--- src/rtl/mousetrap_sync_sink_pkg.sv ---
// Shared constants and helpers for the MouseTrap synchronous sink.
// Two-phase channels carry one token per transition; a token is pending while req and ack differ.
package mousetrap_pkg;

  localparam int DATA_WIDTH_DEF = 8;

  function automatic int clog2(input int value);
    int r;
    r = 0;
    for (int i = 0; i < 31; i++) begin
      if ((1 << i) < value) begin
        r = i + 1;
      end
    end
    return r;
  endfunction

  function automatic logic token_pending(input logic req, input logic ack);
    return req != ack;
  endfunction

endpackage

--- src/rtl/mousetrap_sync_sink_if.sv ---
// Bundled-data input channel and valid/ready output channel of the sink.
interface mousetrap_sync_sink_if
  import mousetrap_pkg::*;
#(
  parameter int DATA_WIDTH = DATA_WIDTH_DEF,
  parameter int FIFO_DEPTH = 4
);
  localparam int COUNT_WIDTH = clog2(FIFO_DEPTH) + 1;

  logic                   req_in;
  logic [DATA_WIDTH-1:0]  data_in;
  logic                   ack_out;
  logic                   out_valid;
  logic [DATA_WIDTH-1:0]  out_data;
  logic                   out_ready;
  logic [COUNT_WIDTH-1:0] count;

  modport master (
    output req_in, data_in, out_ready,
    input  ack_out, out_valid, out_data, count
  );

  modport slave (
    input  req_in, data_in, out_ready,
    output ack_out, out_valid, out_data, count
  );

endinterface

--- src/rtl/two_phase_sync.sv ---
// Flop-chain synchronizer for a transition-signalled request line.
module two_phase_sync #(
  parameter int SYNC_STAGES = 2
) (
  input  logic clk_i,
  input  logic rst_i,
  input  logic async_i,
  output logic sync_o
);

  logic [SYNC_STAGES-1:0] sync_q;
  logic [SYNC_STAGES-1:0] sync_d;

  generate
    for (genvar gi = 0; gi < SYNC_STAGES; gi++) begin : g_stage
      if (gi == 0) begin : g_first
        assign sync_d[gi] = async_i;
      end else begin : g_rest
        assign sync_d[gi] = sync_q[gi-1];
      end
    end
  endgenerate

  always_ff @(posedge clk_i) begin
    if (rst_i) begin
      sync_q <= '0;
    end else begin
      sync_q <= sync_d;
    end
  end

  assign sync_o = sync_q[SYNC_STAGES-1];

endmodule

--- src/rtl/mousetrap_sync_sink.sv ---
// Receives MouseTrap two-phase bundled-data tokens, acknowledges each capture,
// and buffers them in a small FIFO presented on a synchronous valid/ready port.
module mousetrap_sync_sink
  import mousetrap_pkg::*;
#(
  parameter int DATA_WIDTH  = DATA_WIDTH_DEF,
  parameter int SYNC_STAGES = 2,
  parameter int FIFO_DEPTH  = 4
) (
  input logic                  clk_i,
  input logic                  rst_i,
  mousetrap_sync_sink_if.slave bus_if
);

  localparam int PTR_W   = clog2(FIFO_DEPTH);
  localparam int COUNT_W = PTR_W + 1;

  logic                  req_s;
  logic                  ack_q, ack_d;
  logic [PTR_W-1:0]      wr_ptr_q, wr_ptr_d;
  logic [PTR_W-1:0]      rd_ptr_q, rd_ptr_d;
  logic [COUNT_W-1:0]    count_q, count_d;
  logic [COUNT_W-1:0]    readable;
  logic                  out_valid_q, out_valid_d;
  logic [DATA_WIDTH-1:0] out_data_q;
  logic [DATA_WIDTH-1:0] mem [FIFO_DEPTH];
  logic                  pending, pop, full, capture;

  two_phase_sync #(.SYNC_STAGES(SYNC_STAGES)) u_req_sync (
    .clk_i   (clk_i),
    .rst_i   (rst_i),
    .async_i (bus_if.req_in),
    .sync_o  (req_s)
  );

  // A slot freed by a pop on this edge can be refilled on the same edge.
  always_comb begin
    pending     = token_pending(req_s, ack_q);
    pop         = out_valid_q && bus_if.out_ready;
    full        = (count_q == COUNT_W'(FIFO_DEPTH));
    capture     = pending && (!full || pop);
    ack_d       = ack_q ^ capture;
    wr_ptr_d    = wr_ptr_q + PTR_W'(capture);
    rd_ptr_d    = rd_ptr_q + PTR_W'(pop);
    count_d     = count_q + COUNT_W'(capture) - COUNT_W'(pop);
    // Only words written on earlier edges feed the output register.
    readable    = count_q - COUNT_W'(pop);
    out_valid_d = (readable != '0);
  end

  always_ff @(posedge clk_i) begin
    if (capture) begin
      mem[wr_ptr_q] <= bus_if.data_in;
    end
  end

  always_ff @(posedge clk_i) begin
    if (rst_i) begin
      ack_q       <= 1'b0;
      wr_ptr_q    <= '0;
      rd_ptr_q    <= '0;
      count_q     <= '0;
      out_valid_q <= 1'b0;
      out_data_q  <= '0;
    end else begin
      ack_q       <= ack_d;
      wr_ptr_q    <= wr_ptr_d;
      rd_ptr_q    <= rd_ptr_d;
      count_q     <= count_d;
      out_valid_q <= out_valid_d;
      if (out_valid_d) begin
        out_data_q <= mem[rd_ptr_d];
      end
    end
  end

  assign bus_if.ack_out   = ack_q;
  assign bus_if.out_valid = out_valid_q;
  assign bus_if.out_data  = out_data_q;
  assign bus_if.count     = count_q;

endmodule

--- src/flat_wrapper.sv ---
// flat-port wrapper written by rule: the top's interface ports become plain ports
module mousetrap_sync_sink_flat import mousetrap_pkg::*;
#(
  parameter int DATA_WIDTH  = DATA_WIDTH_DEF,
  parameter int SYNC_STAGES = 2,
  parameter int FIFO_DEPTH  = 4
)
  (clk_i, rst_i, bus_if_req_in, bus_if_data_in, bus_if_out_ready, bus_if_ack_out, bus_if_out_valid, bus_if_out_data, bus_if_count);
  mousetrap_sync_sink_if #(.DATA_WIDTH(DATA_WIDTH), .FIFO_DEPTH(FIFO_DEPTH)) bus_if_i ();
  input logic clk_i;
  input logic rst_i;
  input wire logic [$bits(bus_if_i.req_in)-1:0] bus_if_req_in;
  input wire logic [$bits(bus_if_i.data_in)-1:0] bus_if_data_in;
  input wire logic [$bits(bus_if_i.out_ready)-1:0] bus_if_out_ready;
  output wire logic [$bits(bus_if_i.ack_out)-1:0] bus_if_ack_out;
  output wire logic [$bits(bus_if_i.out_valid)-1:0] bus_if_out_valid;
  output wire logic [$bits(bus_if_i.out_data)-1:0] bus_if_out_data;
  output wire logic [$bits(bus_if_i.count)-1:0] bus_if_count;
  assign bus_if_i.req_in = bus_if_req_in;
  assign bus_if_i.data_in = bus_if_data_in;
  assign bus_if_i.out_ready = bus_if_out_ready;
  assign bus_if_ack_out = bus_if_i.ack_out;
  assign bus_if_out_valid = bus_if_i.out_valid;
  assign bus_if_out_data = bus_if_i.out_data;
  assign bus_if_count = bus_if_i.count;
  mousetrap_sync_sink #(.DATA_WIDTH(DATA_WIDTH), .SYNC_STAGES(SYNC_STAGES), .FIFO_DEPTH(FIFO_DEPTH)) u_core (.clk_i(clk_i), .rst_i(rst_i), .bus_if(bus_if_i));
endmodule
--- config.mk ---
export PLATFORM = sky130hd
export DESIGN_NAME = mousetrap_sync_sink_flat
export DESIGN_NICKNAME = d
export VERILOG_FILES = /design/src/rtl/mousetrap_sync_sink_pkg.sv /design/src/rtl/mousetrap_sync_sink_if.sv /design/src/rtl/two_phase_sync.sv /design/src/rtl/mousetrap_sync_sink.sv /design/src/flat_wrapper.sv
export SDC_FILE = /design/constraint.sdc
export NUM_CORES = 1
export LEC_CHECK = 0
export ABC_AREA = 1
export ABC_CLOCK_PERIOD_IN_PS = 1900
export CAP_MARGIN = 20
export CORE_AREA = 4 4 72 74
export DETAILED_ROUTE_END_ITERATION = 10
export DIE_AREA = 0 0 76 78
export GPL_TIMING_DRIVEN = 1
export PLACE_DENSITY = 0.8
export SYNTH_ARGS = -nofsm -noshare
export SYNTH_HDL_FRONTEND = slang
export SYNTH_HIERARCHICAL = 1
export SYNTH_SLANG_ARGS = --single-unit
--- constraint.sdc ---
create_clock -name clk_i -period 1.9 [get_ports clk_i]
set_clock_uncertainty 0.2 [all_clocks]
set_input_delay 0.475 -clock clk_i [delete_from_list [all_inputs] [get_ports clk_i]]
set_output_delay 0.475 -clock clk_i [all_outputs]
set_load 0.1 [all_outputs]
==> Word level (Yosys, flattened, before mapping) <==
Memories as Yosys holds them, arrays and structs flattened. A register that Yosys moved wholly into a read port is not among the register bits.
Index checks and enable logic that the tools add are counted.
{ "word_totals": {"ff_bits": 11, "mem_bits_rw": 32, "input_bits": 12, "out_inout_bits": 13, "wordCells": 22, "memories": 1} }
{ "memory_table": {"columns": ["memory", "words", "width", "rd", "rd_clocked_by_memory_dff", "wr", "line", "text"], "rows": [
  ["u_core.mem", 4, 8, 1, 1, 1, "mousetrap_sync_sink.sv:26", "logic [DATA_WIDTH-1:0] mem [FIFO_DEPTH];"]
]} }
{ "op_classes": {"n_addsub": 5, "n_eq_ne": 2, "n_mux": 2, "bitwise": 1, "n_reduce_logical": 5} }
{ "ops": {"columns": ["operator", "n"], "rows": [
  ["$sub A3 B1 Y3", 2],
  ["$add A2 B1 Y2", 2],
  ["$add A3 B1 Y3", 1],
  ["$eq A3 B3 Y1 const B", 1],
  ["$reduce_bool A3 Y1", 1],
  ["$logic_and A1 B1 Y1", 2],
  ["$mux W1", 2],
  ["$logic_not A1 Y1", 1],
  ["$logic_or A1 B1 Y1", 1],
  ["$ne A1 B1 Y1", 1],
  ["$xor A1 B1 Y1", 1]
]} }

==> Longest topological paths before layout <==
{ "logic_depth": {"depth_word": 6, "ltp_mapped": 12, "ltp_nobuf": 10} }

==> By module <==
Netlist, hierarchy kept.
{ "by_module_without_submodules": {"columns": ["mod", "instances", "cells_per_inst", "area_each_um2", "seq_area_each_um2"], "rows": [
  ["mousetrap_sync_sink", 1, 207, 2095.8, 1301.2],
  ["two_phase_sync", 1, 6, 55.1, 40.0]
]} }

==> Worst setup path after synthesis <==
Ideal clock, no wire load.
{ "synth_path": {"path_type": "flip-flop to flip-flop", "from": "register u_core.count_q[1], in the netlist u_core/bus_if.count[1]", "to": "register u_core.count_q[2], in the netlist u_core/bus_if.count[2]", "setup_ns": 0.119, "arrival_ns": 2.411, "required_time_ns": 1.581, "path_slack_ns": -0.830, "path_stages_with_launch": 10, "path_buffers": 0, "period_less_slack_ns": 2.730, "cell_sequence": "dfxtp_1 inv_1 nand4_1 nand2_1 nand2_1 nand2_1 ha_1 fa_1 xor2_1 nor2_1"} }
{ "synth_via": {"elab_chain_cells": 6} }
{ "synth_lines": {"columns": ["item", "line", "text"], "rows": [
  ["start, declared", "mousetrap_sync_sink.sv:22", "logic [COUNT_W-1:0] count_q, count_d;"],
  ["start signal, assigned", "mousetrap_sync_sink.sv:69", "count_q <= count_d;"],
  ["$eq A3 B3 Y1", "mousetrap_sync_sink.sv:40", "full = (count_q == COUNT_W'(FIFO_DEPTH));"],
  ["$logic_not A1 Y1", "mousetrap_sync_sink.sv:41", "capture = pending && (!full || pop);"],
  ["$logic_or A1 B1 Y1", "mousetrap_sync_sink.sv:41", null],
  ["$logic_and A1 B1 Y1", "mousetrap_sync_sink.sv:41", null],
  ["$add A3 B1 Y3 (*)", "mousetrap_sync_sink.sv:45", "count_d = count_q + COUNT_W'(capture) - COUNT_W'(pop);"],
  ["$sub A3 B1 Y3 (*)", "mousetrap_sync_sink.sv:45", null]
]} }
Every way passes the cells marked *; elsewhere a longest branch is shown, timed or not.
A chain may end at the register's enable or synchronous reset.

==> Worst setup path after layout <==
{ "layout_path": {"from": "register u_core.out_valid_q, in the netlist u_core/bus_if.out_valid", "to": "register u_core.count_q[1], in the netlist u_core/bus_if.count[1]"} }
{ "layout_via": {"elab_chain_cells": 5} }
{ "layout_lines": {"columns": ["item", "line", "text"], "rows": [
  ["start, declared", "mousetrap_sync_sink.sv:24", "logic out_valid_q, out_valid_d;"],
  ["start signal, assigned", "mousetrap_sync_sink.sv:70", "out_valid_q <= out_valid_d;"],
  ["$logic_and A1 B1 Y1 (*)", "mousetrap_sync_sink.sv:39", "pop = out_valid_q && bus_if.out_ready;"],
  ["$logic_or A1 B1 Y1", "mousetrap_sync_sink.sv:41", null],
  ["$logic_and A1 B1 Y1", "mousetrap_sync_sink.sv:41", null],
  ["$add A3 B1 Y3", "mousetrap_sync_sink.sv:45", null],
  ["$sub A3 B1 Y3 (*)", "mousetrap_sync_sink.sv:45", null],
  ["net u_core.count_d[1]", "mousetrap_sync_sink.sv:22", null]
]} }
The timed path passes the listed nets; every way through them passes the cells marked *.

==> metrics.csv <==
stage,metric,value,unit
critical_path,crit_required,1.94,ns
critical_path,rr_startpoint,u_core/bus_if.out_valid,
critical_path,r2r_end,u_core/bus_if.count[1],
die,ios,25,
yosys,yosys_register_bits,51,
clocking,cts_hold_buffers,0,
detailed_routing,routed_via_density,4.98,
die,dieArea,5930,sq um
timing,tightest_slew,0.305,ns
timing,fin_hold_ws,0.210,ns
hold_path,min_from,u_core/u_req_sync/sync_q[0],
critical_path,worstSetupEndpointType,flip-flop,
detailed_routing,wl_per_cell,13.9,um
timing,min_period_over_period,103,%
global_routing,antenna_found_initial,0,
timing,rsz0062_at_grt,true,
critical_path,crit_fanout,3,
critical_path,worstSetupStartpointType,flip-flop,
die,die_y,78,um
placed_design,io_buffers,24,
detailed_routing,vias,1588,
timing,slew_viol_final,0,
cells_and_area,fin_util,64.2,%
timing,max_slew_margin,79.6,%
die,design.core.area,4600,sq um
cells_and_area,syn_to_final_growth,37.3,%
yosys,synth_area_leaders,"edfxtp_1 45%, dfxtp_1 18%, nand2_1 14%, nand2_2 3.5%, inv_1 3.3%",
power,p_leak,0.00124,uW
cells_and_area,stdcell_count,319,
yosys,syn-instance-count,213,
power,power.density,1720,nW/um^2
die,die_w,76,um
detailed_routing,drc_errors,0,
detailed_routing,drt-initial-drc-count,94,
clocking,clk_latency,0.30,ns
timing,finalWorstSetupSlack,-0.0509,ns
clocking,root_buffer,clkbuf_8,
clocking,clk_pin_slew,0.09,ns
power,ir_worst_vdd,0.000830,V
die,rows,25,
placed_design,place_hpwl,2970,um
placed_design,post-place-cells,306,
clocking,clock_sinks,51,
run_status,status,finished with violations,
yosys,yosys_warnings,6,
timing,finalHoldViolCount,0,
hold_path,min_to,u_core/u_req_sync/sync_q[1],
yosys,synth_top_cell_area_share,44.7,%
global_routing,grt_pass1_vias,1538,
global_routing,overflow,0,
yosys,syn_nets,230,
cells_and_area,drive_gt1_share,32.5,%
detailed_routing,wirelength,4440,um
yosys,postSynthAreaPerCell,10.1,sq um
hold_path,hold_path_class,reg -> reg,
critical_path,rrSetupSlack,-0.05,ns
placed_design,gp_congestion,0.828,
clocking,clockBufferDepth,2,
flow_run,timing.max_cap.violations,0,
timing,fin_crit,1.95,ns
global_routing,grt_max_degree,18,
detailed_routing,drt_pre_antenna_iters,4,
yosys,synth-seq-area-share,62.4,%
global_routing,grt_pass1_wl,6730,um
timing,setup_violations,2,
run_status,violations,negative setup slack,
yosys,synthesis.area,2150,sq um
global_routing,grt_usage,14.6,%
critical_path,r2r_cells,10,
yosys,yosysTopAreaCell,edfxtp_1,
timing,max_freq,0.513,GHz
critical_path,path_class,reg -> reg,
die,start_util,46.8,%
yosys,ys_types,22,
hold_path,whs_path_depth,2,
detailed_routing,ant_nets,0,
cells_and_area,final_net_count,281,
clocking,tritoncts,yes,
clocking,htreeDepth,2,
clocking,cts_buffers,5,
cells_and_area,antenna_cells,0,
critical_path,cp_data_arrival_time,1.99,ns
-- worst max-delay path by stage --
stage,slack [ns],cells after the start,endpoint,startpoint
after detailed placement,-0.58,11,u_core/bus_if.count[2],bus_if_out_ready
after global placement,-0.49,11,u_core/bus_if.count[2],bus_if_out_ready
after CTS,0.002,10,u_core/bus_if.count[1],u_core/bus_if.count[1]
final,-0.05,10,u_core/bus_if.count[1],u_core/bus_if.out_valid
after global routing,-0.13,10,u_core/bus_if.count[1],u_core/bus_if.out_valid
after floorplan,-0.16,4,u_core/mem[0][0],u_core/bus_if.out_valid
-- synthesized netlist by cell type, drive strengths merged --
cell	instances
xnor2	1
nand4	9
ha	4
a21oi	9
dfxtp	19
edfxtp	32
nand3	1
fa	1
xor2	3
o21ai	1
inv	20
clkbuf	1
buf	4
nor2	10
nand2	94
nor3	4
-- per-stage QoR --
step	TNS [ns]	total power (uW)	area, sq um	setup WS (ns)
finish	-0.0576	5080	2950	-0.0509
global route	-1.15	5310	2950	-0.130
CTS	0	5010	2880	0.00228
detailed placement	-18.14	4200	2740	-0.579
global placement	-15.27	4160	2740	-0.492
floorplan	-5.48	3240	2180	-0.162
-- report_power, final --
| part | switching, uW | leakage [uW] | total, uW | internal (uW) |
|---|---|---|---|---|
| registers | 165 | 0.000449 | 1560 | 1390 |
| clock network | 351 | 0.0000587 | 750 | 399 |
| logic | 1720 | 0.000737 | 2770 | 1050 |
| total | 2240 | 0.00124 | 5080 | 2840 |
-- logic make-up after synthesis --
kind of cell	synth area share, %
compound gates	2.85
xor+xnor	1.63
fa+ha+maj	3.26
buf+inv	6.22
flops	62.4
simple gates	23.7
-- layer usage --
| metal | global-route usage [%] | wire length, um |
|---|---|---|
| met2 | 28.3 | 2550 |
| met1 | 14.7 | 1640 |
| met3 | 3.36 | 198 |
| met5 | 0 | 0 |
| met4 | 5.69 | 52 |
-- worst max-delay path, cell delays in order, from the launching register on --
cell and delay, ns:
dfxtp_4 0.36, nand2_4 0.06, nand4_1 0.15, nand2_2 0.15, inv_2 0.06, nand2_2 0.06, nand2_2 0.07, ha_4 0.16
fa_2 0.52, inv_2 0.04, nor2_2 0.06
-- state kept, by name, summed over array words and instances (netlist names), named ones only --
register	flops
u_core/bus_if.count	3
u_core/bus_if.out_data	8
u_core/bus_if.out_valid	1
u_core/mem	32
u_core/rd_ptr_q	2
u_core/u_req_sync/sync_q	2
u_core/wr_ptr_q	2
-- timing repair --
item | CTS | global route
endpoints found under the setup margin | 42 | 6
gates resized for setup | 9 | 14
pin swaps | 4 | 6
setup buffers | 3 | 2
-- cell usage in the layout, fill, tap and decap left out, types with 2 or more instances in the layout --
| master | Yosys | final |
|---|---|---|
| a21oi_1 | 6 | 6 |
| a21oi_2 | 3 | 3 |
| buf_12 | 1 | 15 |
| buf_4 | 0 | 19 |
| buf_6 | 2 | 4 |
| clkbuf_8 | 0 | 5 |
| clkdlybuf4s50_1 | 0 | 10 |
| dfxtp_1 | 19 | 14 |
| dfxtp_4 | 0 | 5 |
| edfxtp_1 | 32 | 32 |
| ha_1 | 4 | 3 |
| inv_1 | 19 | 15 |
| inv_2 | 0 | 3 |
| nand2_1 | 82 | 77 |
| nand2_2 | 12 | 16 |
| nand4_1 | 9 | 9 |
| nor2_1 | 9 | 8 |
| nor2_2 | 1 | 2 |
| nor3_2 | 0 | 4 |
| xor2_1 | 3 | 3 |
-- cell type report --
| class | count | area [sq um] |
|---|---|---|
| clock buffer | 5 | 68.8 |
| clock inverter | 3 | 47.5 |
| fill | 341 | 1650 |
| inverter | 20 | 85.1 |
| multi-input combinational | 137 | 731 |
| sequential | 51 | 1360 |
| tap | 54 | 67.6 |
| timing repair buffer | 49 | 593 |
Note: power is estimated with default switching activity, not from simulation.
